[config.mk]
export PLATFORM = sky130hd
export DESIGN_NAME = pinwheel_lsu
export DESIGN_NICKNAME = d
export VERILOG_FILES = /design/src/rtl/pinwheel_lsu_pkg.sv /design/src/rtl/pinwheel_lsu_align.sv /design/src/rtl/pinwheel_lsu.sv
export SDC_FILE = /design/constraint.sdc
export NUM_CORES = 1
export LEC_CHECK = 0
export ABC_AREA = 1
export BUFFER_PORTS_ARGS = -buffer_cell sky130_fd_sc_hd__clkbuf_2
export CORE_ASPECT_RATIO = 1.2
export CORE_UTILIZATION = 50
export DETAILED_ROUTE_END_ITERATION = 8
export GPL_TIMING_DRIVEN = 0
export PLACE_DENSITY = 0.76
export SYNTH_ARGS = -nofsm -noshare
export SYNTH_HDL_FRONTEND = slang
export SYNTH_SLANG_ARGS = --single-unit
[constraint.sdc]
create_clock -name clock -period 5.3 [get_ports clock]
set_clock_uncertainty 0.05 [all_clocks]
set_input_delay 0.53 -clock clock [delete_from_list [all_inputs] [get_ports clock]]
set_output_delay 0.53 -clock clock [all_outputs]
set_load 0.02 [all_outputs]
[src/rtl/pinwheel_lsu_pkg.sv]
// pinwheel_lsu_pkg: shared types and helpers for the pinwheel load/store unit.
// Build option PINWHEEL_LSU_MISALIGN_EN (see pinwheel_lsu.sv) does not affect this file.
package pinwheel_lsu_pkg;

    localparam int unsigned XLEN = 32;

    localparam logic [1:0] SIZE_ILLEGAL = 2'd3;

    typedef enum logic [1:0] {
        BYTE = 2'd0,
        HALF = 2'd1,
        WORD = 2'd2
    } size_e;

    typedef enum logic [2:0] {
        IDLE,
        ACC0,
        ACC1,
        CAP,
        RESP
    } lsu_state_e;

    // Byte lanes touched by an access: low nibble is word w, high nibble word w+1.
    function automatic logic [7:0] lane_mask(input logic [1:0] off, input logic [1:0] size);
        logic [7:0] base;
        case (size)
            2'd0:    base = 8'h01;
            2'd1:    base = 8'h03;
            default: base = 8'h0F;
        endcase
        return base << off;
    endfunction

endpackage

[src/rtl/pinwheel_lsu_align.sv]
// pinwheel_lsu_align: store-data lane rotation and load extract/extend.
// Purely combinational; used identically with or without PINWHEEL_LSU_MISALIGN_EN.
module pinwheel_lsu_align
    import pinwheel_lsu_pkg::*;
(
    input  logic [1:0]      off,
    input  size_e           size,
    input  logic            is_signed,
    input  logic [XLEN-1:0] wdata,
    input  logic [XLEN-1:0] lo,
    input  logic [XLEN-1:0] hi,
    output logic [XLEN-1:0] store_data_c,
    output logic [XLEN-1:0] load_data_c
);

    logic [2*XLEN-1:0] pair;
    logic [XLEN-1:0]   shifted;

    // Rotate store data left so its byte 0 lands on lane `off`.
    always_comb begin
        case (off)
            2'd0:    store_data_c = wdata;
            2'd1:    store_data_c = {wdata[23:0], wdata[31:24]};
            2'd2:    store_data_c = {wdata[15:0], wdata[31:16]};
            default: store_data_c = {wdata[7:0],  wdata[31:8]};
        endcase
    end

    // Pull the addressed bytes out of the {hi, lo} window and extend them.
    always_comb begin
        pair    = {hi, lo};
        shifted = XLEN'(pair >> {off, 3'b000});
        case (size)
            BYTE:    load_data_c = {{24{is_signed & shifted[7]}},  shifted[7:0]};
            HALF:    load_data_c = {{16{is_signed & shifted[15]}}, shifted[15:0]};
            default: load_data_c = shifted;
        endcase
    end

endmodule

[src/rtl/pinwheel_lsu.sv]
// pinwheel_lsu: byte-addressed load/store front end for the word-organised pinwheel_mem.
// Define PINWHEEL_LSU_MISALIGN_EN to allow misaligned accesses (crossing ones split
// into two RAM cycles); without it any misaligned request is rejected with resp_err.
module pinwheel_lsu
    import pinwheel_lsu_pkg::*;
#(
    parameter int unsigned DEPTH = 256,
    parameter int unsigned AW    = $clog2(DEPTH) + 2
) (
    input  logic                     clock,
    input  logic                     rst_n,
    input  logic                     req_valid,
    output logic                     req_ready,
    input  logic                     req_write,
    input  logic [AW-1:0]            req_addr,
    input  logic [1:0]               req_size,
    input  logic                     req_signed,
    input  logic [XLEN-1:0]          req_wdata,
    output logic                     resp_valid,
    output logic                     resp_err,
    output logic [XLEN-1:0]          resp_rdata,
    output logic [$clog2(DEPTH)-1:0] mem_addr,
    output logic                     mem_we,
    output logic [3:0]               mem_wmask,
    output logic [XLEN-1:0]          mem_wdata,
    output logic                     mem_re,
    input  logic [XLEN-1:0]          mem_rdata
);

    localparam int unsigned WAW = $clog2(DEPTH);

    lsu_state_e      state_q, state_d;
    logic            write_q, write_d;
    logic            signed_q, signed_d;
    size_e           size_q, size_d;
    logic [1:0]      off_q, off_d;
    logic [WAW-1:0]  word_q, word_d;
    logic [7:0]      mask_q, mask_d;
    logic [XLEN-1:0] lo_q, lo_d;

    logic            req_ready_d, resp_valid_d, resp_err_d, mem_we_d, mem_re_d;
    logic [XLEN-1:0] resp_rdata_d, mem_wdata_d;
    logic [WAW-1:0]  mem_addr_d;
    logic [3:0]      mem_wmask_d;

    logic [7:0]      req_mask_c;
    logic            req_err_c;
    logic            split_c;
    logic [1:0]      align_off_c;
    logic [XLEN-1:0] cap_lo_c, cap_hi_c, store_data_c, load_data_c;

    // Request decode: lane vector and rejection of illegal sizes / misalignment.
    always_comb begin
        req_mask_c = lane_mask(req_addr[1:0], req_size);
`ifdef PINWHEEL_LSU_MISALIGN_EN
        req_err_c  = (req_size == SIZE_ILLEGAL);
`else
        case (req_size)
            2'd0:    req_err_c = 1'b0;
            2'd1:    req_err_c = req_addr[0];
            2'd2:    req_err_c = |req_addr[1:0];
            default: req_err_c = 1'b1;
        endcase
`endif
    end

    // Capture-side window: split loads keep word w in lo_q, the RAM supplies w+1.
    always_comb begin
        split_c     = |mask_q[7:4];
        align_off_c = (state_q == IDLE) ? req_addr[1:0] : off_q;
        cap_lo_c    = split_c ? lo_q : mem_rdata;
        cap_hi_c    = split_c ? mem_rdata : '0;
    end

    pinwheel_lsu_align u_align (
        .off          (align_off_c),
        .size         (size_q),
        .is_signed    (signed_q),
        .wdata        (req_wdata),
        .lo           (cap_lo_c),
        .hi           (cap_hi_c),
        .store_data_c (store_data_c),
        .load_data_c  (load_data_c)
    );

    // Next state and next registered outputs.
    always_comb begin
        state_d      = state_q;
        write_d      = write_q;
        signed_d     = signed_q;
        size_d       = size_q;
        off_d        = off_q;
        word_d       = word_q;
        mask_d       = mask_q;
        lo_d         = lo_q;
        req_ready_d  = 1'b0;
        resp_valid_d = 1'b0;
        resp_err_d   = 1'b0;
        resp_rdata_d = '0;
        mem_addr_d   = mem_addr;
        mem_wdata_d  = mem_wdata;
        mem_we_d     = 1'b0;
        mem_re_d     = 1'b0;
        mem_wmask_d  = '0;
        case (state_q)
            IDLE: begin
                req_ready_d = 1'b1;
                if (req_valid && req_ready) begin
                    req_ready_d = 1'b0;
                    write_d     = req_write;
                    signed_d    = req_signed;
                    off_d       = req_addr[1:0];
                    word_d      = req_addr[AW-1:2];
                    mask_d      = req_mask_c;
                    if (req_err_c) begin
                        state_d      = RESP;
                        resp_valid_d = 1'b1;
                        resp_err_d   = 1'b1;
                    end else begin
                        state_d    = ACC0;
                        size_d     = size_e'(req_size);
                        mem_addr_d = req_addr[AW-1:2];
                        mem_we_d   = req_write;
                        mem_re_d   = !req_write;
                        if (req_write) begin
                            mem_wmask_d = req_mask_c[3:0];
                            mem_wdata_d = store_data_c;
                        end
                    end
                end
            end
            ACC0: begin
`ifdef PINWHEEL_LSU_MISALIGN_EN
                if (split_c) begin
                    state_d     = ACC1;
                    mem_addr_d  = word_q + WAW'(1);
                    mem_we_d    = write_q;
                    mem_re_d    = !write_q;
                    mem_wmask_d = write_q ? mask_q[7:4] : 4'b0000;
                end else
`endif
                if (write_q) begin
                    state_d      = RESP;
                    resp_valid_d = 1'b1;
                end else begin
                    state_d = CAP;
                end
            end
`ifdef PINWHEEL_LSU_MISALIGN_EN
            ACC1: begin
                if (write_q) begin
                    state_d      = RESP;
                    resp_valid_d = 1'b1;
                end else begin
                    lo_d    = mem_rdata;
                    state_d = CAP;
                end
            end
`endif
            CAP: begin
                state_d      = RESP;
                resp_valid_d = 1'b1;
                resp_rdata_d = load_data_c;
            end
            RESP: begin
                state_d     = IDLE;
                req_ready_d = 1'b1;
            end
            default: state_d = IDLE;
        endcase
    end

    // State and output registers.
    always_ff @(posedge clock or negedge rst_n) begin
        if (!rst_n) begin
            state_q    <= IDLE;
            write_q    <= 1'b0;
            signed_q   <= 1'b0;
            size_q     <= BYTE;
            off_q      <= '0;
            word_q     <= '0;
            mask_q     <= '0;
            lo_q       <= '0;
            req_ready  <= 1'b0;
            resp_valid <= 1'b0;
            resp_err   <= 1'b0;
            resp_rdata <= '0;
            mem_addr   <= '0;
            mem_we     <= 1'b0;
            mem_re     <= 1'b0;
            mem_wmask  <= '0;
            mem_wdata  <= '0;
        end else begin
            state_q    <= state_d;
            write_q    <= write_d;
            signed_q   <= signed_d;
            size_q     <= size_d;
            off_q      <= off_d;
            word_q     <= word_d;
            mask_q     <= mask_d;
            lo_q       <= lo_d;
            req_ready  <= req_ready_d;
            resp_valid <= resp_valid_d;
            resp_err   <= resp_err_d;
            resp_rdata <= resp_rdata_d;
            mem_addr   <= mem_addr_d;
            mem_we     <= mem_we_d;
            mem_re     <= mem_re_d;
            mem_wmask  <= mem_wmask_d;
            mem_wdata  <= mem_wdata_d;
        end
    end

endmodule
==> out/results.ini <==
[status]
outcome = finished clean

[power_and_ir_drop]
pwr_density_cell_mw_per_mm2 = 672
power_leakage_nw = 4.00
ir_worst_vdd_uv = 324

[drt]
drc_errors = 0
via_count = 6268
routedWlPerCell_um = 15.5
antenna_left = 0
viasPerCell = 5.46
drtIter0Drc = 441
drtPass1Iterations = 6
wl_um = 17800

[die]
die_y_um = 119
std_cell_rows = 42
dieArea_mm2 = 0.0118
start_util_pct = 51.5
io_pins = 162
core-area_mm2 = 0.0110
die_width_um = 99.3

[logic_synthesis]
synth_nets = 918
synthMostInstantiatedCell = nand2_1
syn_area_mm2 = 0.00569
ys_top_cells_by_area = dfrtp_1 41%, nand2_1 21%, nand3_1 9.0%, inv_1 4.6%, o21ai_0 3.9%
synthArstFlopShare_pct = 100
ys_seq_area_share_pct = 40.9
ys_warn_count = 0
yosysTopAreaCell = dfrtp_1
synth-edff-count = 0
synth_seq_cells = 93
yosysUniqueCellTypes = 31
syn_inst = 837
synth_top_area_share_pct = 40.9
synth-main-ff-cell = dfrtp_1
syn_area_per_cell_um2 = 6.79
synth_commonest_cells = 320 x nand2_1, 102 x nand3_1, 93 x dfrtp_1

[global_route]
grt-ovfl-total = 0
grt_start_max_net_pins = 69
first_global_vias = 5876
grt_pass1_wl_um = 28900
antenna_found_initial = 0
grt_usage_pct = 31.4

[sta]
slew_headroom_pct = 59.5
finalSetupTns_ns = 0
rsz0062_at_grt = no
hold_viol_final = 0
fin_ws_ns = 3.04
drv_slew = 0
timing.fmax_mhz = 442
period_share_pct = 42.7
setup_viol = 0
worst_pin_slew_ns = 0.607
period_minus_slack_ns = 2.26

[clock_network]
cts.sinks = 93
cts_resized = 0
cts_max_level = 3
cts-root-buf = clkbuf_16
cts_buffers = 9
clk_path_buf_depth = 2
postCtsHoldBufs = 0
post-cts-setup-buffers = 0
cts_tree = built
clkTransAtPathRegs_ns = 0.07
clock_latency_ns = 0.35

[cells_and_area]
syn_to_final_growth_pct = 22.3
drive_above_1_share_pct = 23.5
fillers = 1104
diodes = 0
nets = 1091

[worst_setup_path]
start_kind = flip-flop
crit_type = flip-flop to flip-flop
worstPathMaxFanout = 10
crit_path_end_kind = flip-flop
cp.required_ns = 5.47
cp.arrival_ns = 2.43

[min_path]
hp-class = primary input to asynchronous set/reset pin

[placed_design]
io_buffers = 161
place_ws_ns = 3.00
dp_hpwl_um = 13400
gp_congestion = 0.984

[flow_run]
maxCapViolCount = 0

sequential cells by signal, summed over array words and instances (netlist names):
register,cells
mem_wdata,32
mem_addr,8
req_ready,1
state_q,3
resp_err,1
mem_wmask,4
mem_we,1
signed_q,1
write_q,1
mem_re,1
size_q,2
off_q,2
resp_rdata,32
resp_valid,1
mask_q,3
layer usage:
metal / part of all wire (%) / GRT usage [%] / up-vias
met4: 3.2 / 15.3 / 0
li1: - / - / 3038
met1: 42 / 41.3 / 2846
met3: 8.2 / 4.93 / 45
met5: 0 / 0 / -
met2: 47 / 50.3 / 339
where the power goes:
group          switching [W]  internal, W  total, W
sequential          0.000113     0.000925   0.00104
clock               0.000285     0.000319  0.000604
combinational        0.00208     0.000949   0.00303
total                0.00248      0.00219   0.00467
placed cells by master, fill, tap and decap left out, types with 7 or more instances in the layout:
cell type and instances:
o21ai_0 44, a21oi_1 33, nor2_1 47, nand3_1 102, nor3_1 8, dfrtp_1 93
clkbuf_1 15, mux2_2 8, clkbuf_2 160, buf_2 26, nand2_1 320, inv_1 70
o211ai_1 7, nand4_1 17, o21ai_1 8, clkbuf_16 9
area by class of cell:
cell class	count	area [um2]	share of cell area (%)
clock buffers	11	233	3.35
well taps	132	165	2.37
repair buffers	162	836	12.0
clock inverters	5	36.3	0.522
inverters	74	278	3.99
flip-flops and latches	93	2330	33.5
multi-input cells	622	2840	40.9
plain buffers	48	239	3.44
kinds of logic after synthesis:
group	synth area share [%]
mux	1.58
buf+inv	9.09
compound gates	9.93
simple gates	38.5
flops	40.9
through the flow:
stage	instances	utilization [%]	hold WS (ns)	cell area [um2]	total power [W]
after floorplan	837	-	0.184	5690	0.00317
after global placement	1130	60.3	0.380	6660	0.00398
after detailed placement	1131	60.6	0.393	6690	0.00401
after CTS	1147	63.0	0.0765	6960	0.00463
after global routing	1147	63.0	0.0965	6960	0.00505
final	1147	63.0	0.0689	6960	0.00467
final timing paths:
path                       slack [ns]                    from                   endpoint  depth (start not counted)
min in group clock               0.31               req_write           mem_re$_DFF_PN0_                          2
max in group asynchronous        4.49                   rst_n   resp_rdata[17]$_DFF_PN0_                          2
max                              3.04  state_q[1]$_DFFE_PN0N_    resp_rdata[2]$_DFF_PN0_                          9
min reg2reg                      0.40     write_q$_DFFE_PN0P_     state_q[1]$_DFFE_PN0N_                          1
min                              0.07                   rst_n  mem_wdata[21]$_DFFE_PN0P_                          1
max reg2reg                      3.04  state_q[1]$_DFFE_PN0N_    resp_rdata[2]$_DFF_PN0_                          9
worst max-delay path: stages, from the launching register on:
cell,delay (ns)
dfrtp_1,0.42
nor2_4,0.23
nand2_4,0.13
nand2_1,0.12
o21ai_4,0.12
nor2_4,0.19
clkbuf_1,0.50
o21ai_0,0.19
o21ai_0,0.12
nor3_1,0.06
Note: power is estimated with default switching activity, not from simulation.
